==> src/rtl/i2s_clock_controller.sv <==
// I2S bit-clock and word-select generator. Frames always finish cleanly; a stop
// request only takes effect at the next left-slot boundary.
module i2s_clock_controller #(
    parameter int DATA_WIDTH = 32,
    parameter int DIV_WIDTH  = 8
) (
    input  logic                 S_AXIS_ACLK,
    input  logic                 S_AXIS_ARESETN,
    input  logic                 enable,
    input  logic [DIV_WIDTH-1:0] clk_div,
    output logic                 sck,
    output logic                 ws,
    output logic                 running,
    output logic                 frame_start
);
    localparam int BW = (DATA_WIDTH > 2) ? $clog2(DATA_WIDTH) : 1;
    localparam logic [BW-1:0] BIT_LAST = BW'(DATA_WIDTH - 1);

    typedef enum logic [1:0] {IDLE, RUN, STOP} state_t;

    state_t               state;
    logic [DIV_WIDTH-1:0] div_q;
    logic [DIV_WIDTH-1:0] hcnt;
    logic [BW-1:0]        bcnt;

    logic half_done, fall, wrap, boundary;

    always_comb begin
        half_done = (hcnt == div_q);
        fall      = half_done & sck;
        wrap      = fall & (bcnt == BIT_LAST);
        boundary  = wrap & ws;
    end

    assign running = (state != IDLE);

    always_ff @(posedge S_AXIS_ACLK or negedge S_AXIS_ARESETN) begin
        if (!S_AXIS_ARESETN) begin
            state       <= IDLE;
            sck         <= 1'b0;
            ws          <= 1'b0;
            frame_start <= 1'b0;
            div_q       <= '0;
            hcnt        <= '0;
            bcnt        <= '0;
        end else begin
            frame_start <= 1'b0;
            case (state)
                IDLE: begin
                    sck  <= 1'b0;
                    ws   <= 1'b0;
                    hcnt <= '0;
                    bcnt <= '0;
                    if (enable) begin
                        state       <= RUN;
                        div_q       <= clk_div;
                        frame_start <= 1'b1;
                    end
                end
                RUN, STOP: begin
                    // A re-asserted enable in STOP wins over the boundary, so a
                    // one-cycle enable drop never disturbs the waveform.
                    if (boundary && state == STOP && !enable) begin
                        state <= IDLE;
                        sck   <= 1'b0;
                        ws    <= 1'b0;
                        hcnt  <= '0;
                        bcnt  <= '0;
                    end else begin
                        state <= enable ? RUN : STOP;
                        if (half_done) begin
                            hcnt <= '0;
                            sck  <= ~sck;
                            if (sck) begin
                                if (wrap) begin
                                    bcnt <= '0;
                                    ws   <= ~ws;
                                    if (ws) begin
                                        frame_start <= 1'b1;
                                        div_q       <= clk_div;
                                    end
                                end else begin
                                    bcnt <= bcnt + BW'(1);
                                end
                            end
                        end else begin
                            hcnt <= hcnt + DIV_WIDTH'(1);
                        end
                    end
                end
                default: state <= IDLE;
            endcase
        end
    end
endmodule

==> config.mk <==
export PLATFORM = sky130hd
export DESIGN_NAME = i2s_clock_controller
export DESIGN_NICKNAME = d
export VERILOG_FILES = /design/src/rtl/i2s_clock_controller.sv
export SDC_FILE = /design/constraint.sdc
export NUM_CORES = 1
export LEC_CHECK = 0
export ABC_AREA = 1
export CORE_AREA = 2 2 57 73
export CTS_BUF_LIST = sky130_fd_sc_hd__clkbuf_4 sky130_fd_sc_hd__clkbuf_8 sky130_fd_sc_hd__clkbuf_16
export DETAILED_ROUTE_END_ITERATION = 7
export DIE_AREA = 0 0 59 75
export PLACE_DENSITY = 0.66
export SLEW_MARGIN = 20
export SYNTH_ARGS = -nofsm -noshare
export SYNTH_HDL_FRONTEND = slang
export SYNTH_SLANG_ARGS = --single-unit
==> constraint.sdc <==
create_clock -name S_AXIS_ACLK -period 3.1 [get_ports S_AXIS_ACLK]
set_input_delay 0.465 -clock S_AXIS_ACLK [delete_from_list [all_inputs] [get_ports S_AXIS_ACLK]]
set_output_delay 0.465 -clock S_AXIS_ACLK [all_outputs]
set_load 0.02 [all_outputs]
== Word-level counts from Yosys, hierarchy flattened ==
Index checks and enable logic that the tools add are counted.

* Register bits: 26
* Bits in latches: 0
* Memory bits (writable): 0
* Memory bits (read-only): 0
* Word-level logic and storage cells: 72
* Memories kept: 0

* Add/subtract/negate cells: 2
* Multipliers: 0
* Divide/modulo/power cells: 0
* Order comparisons: 0
* Equal/unequal tests: 13
* Shift operators: 0
* Muxes and demuxes: 34
* Bitwise gates (word level): 5
* Reductions and logical operators: 11

{| class="wikitable"
|+ Operators by type and width
! kind !! count
|-
| $mux 8 || 8
|-
| $pmux 8 s2 || 2
|-
| $mux 5 || 4
|-
| $mux 1 || 12
|-
| $ne 2x2->1 const B || 6
|-
| $pmux 5 s2 || 1
|-
| $ne 3x3->1 const B || 3
|-
| $add 8x1->8 const B || 1
|-
| $eq 8x8->1 || 1
|-
| $reduce_and 7->1 || 1
|-
| $mux 2 || 3
|-
| $pmux 1 s2 || 3
|-
| $add 5x1->5 const B || 1
|-
| $eq 5x5->1 const B || 1
|-
| $pmux 2 s2 || 1
|-
| $reduce_and 4->1 || 1
|-
| $reduce_bool 2->1 || 2
|-
| $and 1x1->1 || 3
|-
| $reduce_and 3->1 || 1
|-
| $eq 2x1->1 const B || 1
|-
| $eq 2x2->1 const B || 1
|-
| $logic_and 1x1->1 || 2
|-
| $logic_not 2->1 || 1
|-
| $not 1->1 || 2
|-
| other kinds (3) || 3
|}

== Depth between registers and ports, before layout ==
* Depth in word-level cells: 8
* Depth in mapped cells: 11
* Gate-level depth less buffers: 11

== Least setup slack after synthesis ==
No wires, ideal clock.

* Path kind: reg-to-reg
* From: register state[0]
* To: register div_q[0]
* Arrival: 1.644 ns
* Data required time: 2.983 ns
* Slack: 1.339 ns
* Stages on the path, launching flop included: 9
* Buffers on the path: 0
* Cell sequence: dfrtp_1 > inv_1 > ha_1 > inv_1 > nor2_1 > nor3_2 > nand2_4 > nand2_1 > nand2_1

* Word-level cells in the longest chain between the ends: 5
* Elaborated cells on any way between the ends: 15
* Classes of those cells: eq/ne (8); mux (1); reduce/logical (6)

{| class="wikitable"
|+ Ends and longest elaborated chain
! what !! line !! source
|-
| start, declared || 21 || <nowiki>state_t state;</nowiki>
|-
| start signal, assigned || 70 || <nowiki>state <= enable ? RUN : STOP;</nowiki>
|-
| $eq 2x2->1 || 48, 63 ||
|-
| $logic_and 1x1->1 (2 in series) || 63 || <nowiki>if (boundary && state == STOP && !enable) begin</nowiki>
|-
| $ne 2x2->1 (no line) || -- ||
|-
| $reduce_and 7->1 (no line) || -- ||
|-
| end signal, assigned || 56 || <nowiki>div_q <= clk_div;</nowiki>
|-
| end signal, assigned || 80 || <nowiki>div_q <= clk_div;</nowiki>
|-
| end, declared || 22 || <nowiki>logic [DIV_WIDTH-1:0] div_q;</nowiki>
|}

Several ways; a longest one is shown, not always the timed one.
A chain may end at the register's enable or synchronous reset.

== Worst setup path after layout ==
* From: register state[0]
* To: output port running

* Word-level cells in the longest chain between the ends: 1

{| class="wikitable"
|+ Ends and longest elaborated chain
! what !! line !! source
|-
| $reduce_bool 2->1 || 35 || <nowiki>assign running = (state != IDLE);</nowiki>
|-
| end, declared || 13 || <nowiki>output logic running,</nowiki>
|}

No other way between the ends.

==> results.sh <==
export IMPL_drc=0
export IMPL_dpl_cell_area_um2=1650
export IMPL_hold_viol=0
export IMPL_stdcell_area_um2=1720
export IMPL_dieArea_um2=4430
export IMPL_cts_hold_fix_buffers=0
export IMPL_synthCells=189
export IMPL_rr_worst_depth=8
export IMPL_synthAdderAreaFrac_pct=5.16
export IMPL_synth_compound_area_share_pct=6.45
export IMPL_clk_pin_slew_ns=0.10
export IMPL_synth_top_family_by_area="simple AND/OR/NAND/NOR gates"
export IMPL_port_buffers=14
export IMPL_antenna_found_initial=0
export IMPL_antenna_cells=0
export IMPL_fin_nets=226
export IMPL_p_comb_share_pct=53.1
export IMPL_arrival_ns=1.60
export IMPL_cts_root_buffer="clkbuf_8"
export IMPL_ys_ff_latch=26
export IMPL_clkPwrFrac_pct=16.0
export IMPL_use_met1_pct=17.4
export IMPL_firstDrtPassIters=4
export IMPL_htree_levels=1
export IMPL_pre_cts_ws_ns=1.09
export IMPL_vias=1227
export IMPL_use_met2_pct=23.7
export IMPL_max_stage_delay_ns=0.60
export IMPL_p_sw_share_pct=46.0
export IMPL_cts_sinks=26
export IMPL_hold_slack_ns=0.502
export IMPL_seq_power_share_pct=30.9
export IMPL_wl_um=2740
export IMPL_r2r_slack_ns=1.08
export IMPL_fillCellCount=373
export IMPL_rows=25
export IMPL_reg2reg_from="state[0]"
export IMPL_drv_slew=0
export IMPL_ys_types=19
export IMPL_overflow=0
export IMPL_grt_max_degree=27
export IMPL_rsz0062_at_grt="no"
export IMPL_path_common_cell="inv_1"
export IMPL_drtIter0Drc=45
export IMPL_viasPerCell=4.95
export IMPL_power_switching_mw=0.819
export IMPL_fp_dieH_um=75
export IMPL_crit_path_end_kind="output port"
export IMPL_cp_start_kind="register"
export IMPL_cts_tree="yes"
export IMPL_worst_pin_slew_ns=0.654
export IMPL_place_gp_congestion=0.821
export IMPL_grt_use_met3_pct=2.06
export IMPL_antenna_left=0
export IMPL_synth_xor_area_share_pct=2.41
export IMPL_crit_type="reg -> out"
export IMPL_cts_resized=0
export IMPL_fmax_mhz=483
export IMPL_yosys_warnings=0
export IMPL_finalPower_mw=1.78
export IMPL_synth_area_um2=1450
export IMPL_synth_top_area_share_pct=44.8
export IMPL_period_minus_slack_ns=2.07
export IMPL_irDropWorstVdd_uv=427
export IMPL_num_io_pins=15
export IMPL_maxCapViolations=0
export IMPL_path_cells="inv_1, ha_1, inv_1, clkdlybuf4s50_1"
export IMPL_cts_inserted_buffers=3
export IMPL_wl_per_cell_um=11.0
export IMPL_core_um2=3690
export IMPL_slew_headroom_pct=56.2
export IMPL_tns_ns=0
export IMPL_synthMuxAreaShare_pct=0
export IMPL_status="finished, final reports clean"
export IMPL_min_period_over_period_pct=66.8
export IMPL_setup_violations=0
export IMPL_timing_final_ws_setup_ns=1.03
export IMPL_stdcell_count=248
export IMPL_grt_pass1_wl_um=4660
export IMPL_regArea_um2=651
export IMPL_synth_area_leaders="dfrtp_1 (45%), nand2_1 (15%), inv_1 (6.5%)"
export IMPL_dp_hpwl_um=2080
export IMPL_die_width_um=59
export IMPL_yosysTopAreaCell="dfrtp_1"
export IMPL_internal_power_mw=0.960
export IMPL_busiest_layer="met2"
export IMPL_whs_endpoint="bcnt[4]"
export IMPL_grt_pass1_vias=1117
export IMPL_drive_above_1_share_pct=9.62
export IMPL_dp_cells=244
export IMPL_finClkSkew_ns=0.00724
export IMPL_syn_to_final_growth_pct=18.5
export IMPL_min_from="bcnt[4]"
export IMPL_cts_buffer_depth=2
export IMPL_syn_area_per_cell_um2=7.69
export IMPL_cellPowerDensity_nw_per_um2=1030
export IMPL_cts_setup_buffers=0
export IMPL_initial_utilization_pct=39.4
export IMPL_multi_input_area_um2=694
export IMPL_grt_total_usage_pct=13.7
export IMPL_yosys_area_share_simple_pct=33.7
export IMPL_finish_utilization_pct=46.7
export IMPL_hold_depth=2
export IMPL_worstPathRequired_ns=2.63
export IMPL_r2r_end="div_q[2]"
export IMPL_crit_path_max_fanout=4
export IMPL_hold_path_class="reg -> reg"
export IMPL_synth_seq_area_share_pct=44.8
export IMPL_insertion_delay_ns=0.28
export IMPL_power_leakage_nw=0.859
export IMPL_syn_nets=206
export IMPL_cpMaxStageDelayCell="clkdlybuf4s50_1"
-- logic make-up (layout without fill, tap and decap cells) --
group	after synthesis	after routing
AO/OA/AOI/OAI	16	16
XOR/XNOR	4	4
adder cells (fa/ha/maj)	6	6
buffers and inverters	29	48
flip-flops	26	26
AND/OR/NAND/NOR	108	108
-- state kept, by name (all words and copies together) (netlist names) --
name         flops
frame_start      1
state            2
hcnt             8
sck              1
ws               1
bcnt             5
div_q            8
-- placed cells by master (no fill, tap or decap), drive strengths merged --
master,count
nor2,20
or2,2
dfrtp,26
bufinv,1
nand3,18
buf,1
inv,29
nand4,1
clkbuf,3
o2111ai,1
clkdlybuf4s50,14
a21oi,2
o21ai,13
nor3,6
xor2,4
ha,6
nand2,61
-- worst max path at each step --
stage / startpoint / to / slack, ns / depth (start not counted)
6_report: state[0] / running / 1.03 / 4
5_1_grt: state[0] / running / 0.92 / 4
3_3_place_gp: enable / div_q[1] / 1.14 / 6
3_5_place_dp: enable / div_q[6] / 1.09 / 6
4_1_cts: state[1] / running / 1.02 / 4
2_1_floorplan: state[0] / div_q[0] / 1.34 / 8
-- power by group through the flow --
stage          combinational (mW)  sequential (mW)  clock, mW
2_1_floorplan               0.703            0.554          0
5_1_grt                      1.07            0.566      0.308
3_5_place_dp                0.944            0.557          0
3_3_place_gp                0.929            0.554          0
6_report                    0.945            0.550      0.284
4_1_cts                     0.949            0.551      0.295
-- final cells by class --
cell class / count / area share, %
timing repair buffer: 15 / 8.57
tap: 40 / 2.90
sequential: 26 / 37.8
multi-input combinational: 134 / 40.3
inverter: 29 / 6.32
clock inverter: 1 / 1.74
clock buffer: 3 / 2.40
-- cells in the mapped netlist, drive strengths merged --
library cell   n
xor2           4
nand3         18
ha             6
nand4          1
a21oi          2
nor2          20
nor3           6
dfrtp         26
o2111ai        1
inv           29
nand2         61
o21ai         13
or2            2
-- per-layer routing --
| metal | vias to the layer above | routed length [um] |
|---|---|---|
| met5 | - | 0 |
| met1 | 567 | 1260 |
| met3 | 2 | 111 |
| met4 | 0 | 27 |
| met2 | 26 | 1340 |
| li1 | 632 | - |
-- critical path, delay by kind of cell, from the launching register on --
family | cells | cell delay (ns)
adder cells (fa/ha/maj) | 1 | 0.23
buffers and inverters | 3 | 0.75
flip-flops | 1 | 0.35
Power figures use the tool's default switching activity.
